==> src/rtl/uart_tx_drain_if.sv <==
// uart_tx_drain_if: FIFO read port (empty/din/pop) between a byte FIFO and the UART transmitter
interface uart_tx_drain_if;
    logic       empty;
    logic [7:0] din;
    logic       pop;
    modport master (output empty, output din, input  pop);
    modport slave  (input  empty, input  din, output pop);
endinterface

==> src/rtl/uart_tx_drain.sv <==
// uart_tx_drain: UART transmitter draining a byte FIFO, 8N1/8N2 LSB first; define UART_TX_PARITY_EN for 8E1/8E2
module uart_tx_drain #(
    parameter int CLKS_PER_BIT = 868,
    parameter int STOP_BITS    = 1
) (
    input  logic           clk,
    input  logic           rst,
    uart_tx_drain_if.slave fifo,
    output logic           o_tx,
    output logic           o_busy
);
    localparam int              BW        = (CLKS_PER_BIT > 1) ? $clog2(CLKS_PER_BIT) : 1;
    localparam logic [BW-1:0]   BAUD_LAST = BW'(CLKS_PER_BIT - 1);
    localparam logic            STOP_LAST = 1'(STOP_BITS - 1);

    if (CLKS_PER_BIT < 2) begin : g_bad_cpb
        $error("uart_tx_drain: CLKS_PER_BIT must be >= 2");
    end
    if (STOP_BITS != 1 && STOP_BITS != 2) begin : g_bad_stop
        $error("uart_tx_drain: STOP_BITS must be 1 or 2");
    end

    typedef enum logic [2:0] {
        IDLE,
        POP,
        LOAD,
        START,
        DATA,
`ifdef UART_TX_PARITY_EN
        PARITY,
`endif
        STOP
    } state_t;

    state_t        r_state, w_state_nxt;
    logic [BW-1:0] r_baud, w_baud_nxt, w_baud_inc;
    logic [2:0]    r_bit, w_bit_nxt;
    logic          r_stop, w_stop_nxt;
    logic [7:0]    r_shreg, w_shreg_nxt;
    logic          r_tx, w_tx_nxt;
    logic          w_baud_last;

    assign w_baud_last = (r_baud == BAUD_LAST);
    assign w_baud_inc  = w_baud_last ? '0 : r_baud + 1'b1;
    assign fifo.pop    = (r_state == POP);
    assign o_busy      = (r_state != IDLE);
    assign o_tx        = r_tx;

    // next state, counters and the registered line level for the coming cycle
    always_comb begin
        w_state_nxt = r_state;
        w_baud_nxt  = '0;
        w_bit_nxt   = r_bit;
        w_stop_nxt  = r_stop;
        w_shreg_nxt = r_shreg;
        w_tx_nxt    = r_tx;
        case (r_state)
            IDLE: begin
                w_tx_nxt = 1'b1;
                if (!fifo.empty) w_state_nxt = POP;
            end
            POP: w_state_nxt = LOAD;
            LOAD: begin
                w_shreg_nxt = fifo.din;
                w_tx_nxt    = 1'b0;
                w_state_nxt = START;
            end
            START: begin
                w_baud_nxt = w_baud_inc;
                if (w_baud_last) begin
                    w_state_nxt = DATA;
                    w_bit_nxt   = 3'd0;
                    w_tx_nxt    = r_shreg[0];
                end
            end
            DATA: begin
                w_baud_nxt = w_baud_inc;
                if (w_baud_last) begin
                    if (r_bit == 3'd7) begin
                        w_bit_nxt = 3'd0;
`ifdef UART_TX_PARITY_EN
                        w_state_nxt = PARITY;
                        w_tx_nxt    = ^r_shreg;
`else
                        w_state_nxt = STOP;
                        w_tx_nxt    = 1'b1;
                        w_stop_nxt  = 1'b0;
`endif
                    end else begin
                        w_bit_nxt = r_bit + 3'd1;
                        w_tx_nxt  = r_shreg[w_bit_nxt];
                    end
                end
            end
`ifdef UART_TX_PARITY_EN
            PARITY: begin
                w_baud_nxt = w_baud_inc;
                if (w_baud_last) begin
                    w_state_nxt = STOP;
                    w_tx_nxt    = 1'b1;
                    w_stop_nxt  = 1'b0;
                end
            end
`endif
            STOP: begin
                w_baud_nxt = w_baud_inc;
                if (w_baud_last) begin
                    if (r_stop == STOP_LAST) begin
                        w_state_nxt = IDLE;
                        w_stop_nxt  = 1'b0;
                    end else begin
                        w_stop_nxt = r_stop + 1'b1;
                    end
                end
            end
            default: w_state_nxt = IDLE;
        endcase
    end

    // state and datapath registers; reset aborts any frame and drives the line high
    always_ff @(posedge clk) begin
        if (rst) begin
            r_state <= IDLE;
            r_baud  <= '0;
            r_bit   <= '0;
            r_stop  <= 1'b0;
            r_shreg <= '0;
            r_tx    <= 1'b1;
        end else begin
            r_state <= w_state_nxt;
            r_baud  <= w_baud_nxt;
            r_bit   <= w_bit_nxt;
            r_stop  <= w_stop_nxt;
            r_shreg <= w_shreg_nxt;
            r_tx    <= w_tx_nxt;
        end
    end
endmodule

==> src/flat_wrapper.sv <==
// flat-port wrapper written by rule: the top's interface ports become plain ports
module uart_tx_drain_flat 
#(
    parameter int CLKS_PER_BIT = 868,
    parameter int STOP_BITS    = 1
)
  (clk, rst, o_tx, o_busy, fifo_empty, fifo_din, fifo_pop);
  uart_tx_drain_if fifo_i ();
  input  logic clk;
  input  logic rst;
  output logic o_tx;
  output logic o_busy;
  input wire logic [$bits(fifo_i.empty)-1:0] fifo_empty;
  input wire logic [$bits(fifo_i.din)-1:0] fifo_din;
  output wire logic [$bits(fifo_i.pop)-1:0] fifo_pop;
  assign fifo_i.empty = fifo_empty;
  assign fifo_i.din = fifo_din;
  assign fifo_pop = fifo_i.pop;
  uart_tx_drain #(.CLKS_PER_BIT(CLKS_PER_BIT), .STOP_BITS(STOP_BITS)) u_core (.clk(clk), .rst(rst), .fifo(fifo_i), .o_tx(o_tx), .o_busy(o_busy));
endmodule
==> config.mk <==
export PLATFORM = sky130hd
export DESIGN_NAME = uart_tx_drain_flat
export DESIGN_NICKNAME = d
export VERILOG_FILES = /design/src/rtl/uart_tx_drain_if.sv /design/src/rtl/uart_tx_drain.sv /design/src/flat_wrapper.sv
export SDC_FILE = /design/constraint.sdc
export NUM_CORES = 1
export LEC_CHECK = 0
export ABC_AREA = 1
export CAP_MARGIN = 20
export CELL_PAD_IN_SITES_DETAIL_PLACEMENT = 0
export CELL_PAD_IN_SITES_GLOBAL_PLACEMENT = 1
export CORE_ASPECT_RATIO = 1.75
export CORE_MARGIN = 3
export CORE_UTILIZATION = 40
export DETAILED_ROUTE_END_ITERATION = 10
export MAX_ROUTING_LAYER = met4
export PLACE_DENSITY = 0.84
export SETUP_SLACK_MARGIN = 0.2
export SLEW_MARGIN = 20
export SYNTH_ARGS = -nofsm -noshare
export SYNTH_HDL_FRONTEND = slang
export SYNTH_SLANG_ARGS = --single-unit
==> constraint.sdc <==
create_clock -name clk -period 1.8 [get_ports clk]
set_input_delay 0.36 -clock clk [delete_from_list [all_inputs] [get_ports clk]]
set_output_delay 0.36 -clock clk [all_outputs]
set_load 0.05 [all_outputs]
Word level (Yosys, flattened, before mapping)
Index checks and enable logic that the tools add are counted.
Widths: inputs -> output; s select.
Operators by class
  add/sub/neg operators: 3
  multipliers: 0
  divide/modulo/power cells: 0
  order comparisons: 1
  eq/ne operators: 13
  shifts and indexed selects: 0
  mux-type cells: 22
  bitwise logic cells: 1
  reduce and logical (&&, ||, !) cells: 11
Operator list (number)
  $mux 3: 9
  $pmux 3 s6: 1
  $add 10x1->10 const B: 1
  $eq 10x10->1 const B: 1
  $eq 3x3->1 const B: 3
  $mux 1: 8
  $ne 2x1->1 const B: 4
  $eq 3x2->1 const B: 2
  $pmux 3 s2: 1
  $reduce_and 3->1: 2
  $reduce_and 6->1: 1
  $reduce_or 3->1: 2
  $lt 3x4->1 const B: 1
  $ne 2x2->1 const B: 2
  $pmux 1 s4: 1
  $reduce_and 4->1: 1
  $reduce_bool 2->1: 2
  $reduce_bool 4->1: 1
  $add 3x1->3 const B: 1
  $bmux 1 s3: 1
  $eq 3x1->1 const B: 1
  $logic_not 3->1: 1
  $reduce_bool 3->1: 1
  $pmux 1 s2: 1
  2 further kinds: 2
Word-level totals
  register bits: 26
  latch bits: 0
  bits in writable memories: 0
  bits in read-only memories: 0
  bits of input ports: 11
  output and inout bits: 3
  logic and storage cells: 57
  memories kept: 0

Depth between registers and ports, before layout
  depth in word-level cells: 6
  depth in mapped cells: 10
  gate-level depth less buffers: 10

Worst setup path before layout
OpenSTA, ideal clock, no wires.
  kind: register to output
  start: register u_core.r_state[0]
  end: output port fifo_pop
  data arrival time: 1.597 ns
  data required time: 1.440 ns
  slack: -0.157 ns
  stages on the path, launching flop included: 3
  path buffers: 0
  cells stage by stage: dfxtp_1 -> inv_2 -> nor3_1
On the way
  longest elaborated chain between the ends: 1
Ends and longest elaborated chain
  start, declared: RTL line uart_tx_drain.sv:35  | state_t r_state, w_state_nxt;
  start signal, assigned: RTL line uart_tx_drain.sv:130  | r_state <= w_state_nxt;
  $eq 3x1->1: RTL line uart_tx_drain.sv:45  | assign fifo.pop = (r_state == POP);
  end, declared: RTL line flat_wrapper.sv:15  | output wire logic [$bits(fifo_i.pop)-1:0] fifo_pop;
No other way between the ends.

Final worst setup path
Ends and elaborated chain as after synthesis.

==> results by group <==
Logic synthesis
  • Synth Net Count: 191
  • Seq cells post-synth: 25
  • Sequential fraction of the synthesis area: 37.1%
  • Primary FF master, synth: dfxtp_1
  • Synth unique cells: 37
  • Ys async rst share: 0%
  • Syn avg cell area: 7.61 um^2
  • Post-Syn Area: 0.00135 mm^2
  • Syn Inst Count: 177
  • Ys Warns: 0
  • Number of flops mapped to enable cells by yosys: 0

Timing
  • Fmax: 653 MHz
  • Slew Viols, Final: 0
  • Setup ws final: 269 ps
  • RSZ-0062 raised after global routing: true
  • Fin crit period: 1530 ps
  • Setup TNS: 0 ps
  • Final period utilization: 85.0%
  • Final hold vios: 0
  • Slew Limit Headroom: 72.9%
  • Actual slew at the worst max-slew pin: 405 ps
  • Worst clock skew: 3.30 ps
  • Setup-failing EPs final: 0

Floorplan
  • Die height: 82.8 um
  • Core area: 0.00318 mm^2
  • Standard-cell rows: 27
  • Initial Utilization: 42.4%
  • DIE WIDTH: 49.9 um
  • # IOs: 14
  • Die area: 0.00413 mm^2

Setup path
  • Crit Path Max Fanout: 5
  • Worst setup SP type: register
  • Crit path kind: register to output port
  • Slowest CP cell: dfxtp_1
  • Crit-path max cell delay: 450 ps
  • Critical path capture point type: output port
  • Worst path required time: 1440 ps
  • Critical path arrival: 1170 ps
  • CP Cell Sequence: inv_2 > nor3_4 > buf_12

Clock tree
  • Total CTS buffers: 3
  • CTS Hold Bufs: 0
  • Clock latency on the worst-skew pair: 270 ps
  • Bufs on Longest Clock Path: 2
  • H-tree depth: 1
  • Clock sinks: 25
  • Root Buffer: clkbuf_8
  • CTS tree: yes
  • Post CTS Setup Buffer Count: 0
  • Clk pin slew, worst setup/hold paths: 90 ps

Detailed routing
  • Top sig layer: met4
  • DR WL/cell: 11.6 um
  • Metal3 WL: 43 um
  • Post-Route WL: 2740 um
  • 1st-pass router iterations: 4
  • Vias per cell: 4.80
  • Routed wl met2: 1600 um
  • M1 wire length: 1070 um
  • Initial DRC Count: 12
  • DR vias: 1137
  • # DRC: 0
  • Post-route ant nets: 0

Place
  • Setup WS pre-CTS: 245 ps
  • PortBufs: 13
  • DP HPWL: 2270 um
  • Final GP Congestion: 0.851

Status
  • Status: complete, no violations

Hold path
  • Hold crit path type: register to register

Power and ir drop
  • PwrDens: 1220 mW/mm^2
  • Max VDD drop: 0.000480 V
  • Power Total: 1.96 mW
  • LEAKAGE: 0.662 nW

Finish
  • # nets final: 209
  • # diodes: 0
  • Post-route core utilization: 50.8%
  • Commonest non-fill, non-tap cells in the layout: 31 x nand2_1, 25 x nor2_1, 22 x dfxtp_1, 18 x inv_1
  • Fillers: 339
  • Area delta synth->final: 19.8%
  • Layout cells sized above 1: 23.2%
  • Commonest non-fill, non-tap cell in the layout: nand2_1

Global route
  • Total gr overflow: 0
  • Tot GR Track Use: 15.3%
  • First-pass GRT wire length: 4740 um
  • Largest net degree at the start of global routing: 17
  • Vias in the first global route: 1193
  • Initial antenna violation count: 0

Flow run
  • Max-cap violation count: 0
## path summary, 6_finish.rpt
path	start	end	slack, ps	cells after the start
worst max-delay path	u_core.r_state[0]	fifo_pop	270	3
worst max register to register	u_core.r_bit[0]	u_core.o_tx	300	10
worst min-delay path	u_core.r_baud[0]	u_core.r_baud[0]	440	1
worst min register to register	u_core.r_baud[0]	u_core.r_baud[0]	440	1
## flip-flops by register name, indices dropped and copies added (netlist names)
signal and count:
u_core.o_tx 1, u_core.r_state 3, u_core.r_shreg 8, u_core.r_bit 3
u_core.r_baud 10
## final cells by class
| type | count | area (um^2) | share of cell area [%] |
|---|---|---|---|
| timing repair buffer | 15 | 163 | 10.1 |
| clock inverter | 1 | 8.76 | 0.543 |
| multi-input combinational | 125 | 746 | 46.2 |
| clock buffer | 3 | 41.3 | 2.56 |
| tap | 43 | 53.8 | 3.33 |
| sequential | 25 | 504 | 31.2 |
| inverter | 25 | 97.6 | 6.05 |
## layer usage
layer / GRT usage, % / vias to the layer above
met5: - / -
met4: 4.99 / 0
met3: 2.33 / 4
met2: 31.7 / 8
met1: 13.6 / 516
li1: - / 609
## synth_stat cells (2+ instances only)
master | count | share of area [%]
nand4_1 | 4 | 1.9
o21ai_0 | 8 | 3.0
nor2_4 | 2 | 1.7
a21oi_1 | 9 | 3.3
nor2_2 | 5 | 2.3
xnor2_1 | 2 | 1.3
inv_2 | 5 | 1.4
nand3_2 | 3 | 2.2
ha_1 | 3 | 2.8
nand3_1 | 10 | 3.7
dfxtp_1 | 25 | 37
nand2_2 | 4 | 1.9
nand3b_1 | 2 | 1.1
inv_1 | 18 | 5.0
nor2_1 | 25 | 7.0
nand2_1 | 31 | 8.6
## report_power, final
part | internal [mW] | switching [mW]
Combinational | 0.341 | 0.512
Clock | 0.162 | 0.185
Sequential | 0.662 | 0.100
Total | 1.16 | 0.797
## stage by stage
| stage | hold WS, ps | std cells | instance area, um^2 |
|---|---|---|---|
| after global placement | 445 | 233 | 1550 |
| after global routing | 451 | 237 | 1610 |
| after CTS | 479 | 237 | 1600 |
| after floorplan | 427 | 177 | 1350 |
| final | 440 | 237 | 1610 |
| after detailed placement | 452 | 233 | 1550 |
## logic make-up after synthesis
logic type,Yosys count,share of synthesized area (%)
flops,25,37.1
fa+ha+maj,3,2.79
simple gates,95,38.9
xor+xnor,2,1.30
buf+inv,27,8.54
compound gates,25,11.3
## timing repair
item / CTS / global route
setup endpoints to repair: 0 / 5
endpoints found under the hold margin: 0 / 0
resized for setup: 0 / 5
## worst max-delay path, delay by kind of cell, from the launching register on
family | cells | cell delay, ps
flops | 1 | 450
buf+inv | 2 | 270
simple gates | 1 | 180
(Power assumes the default switching activity.)
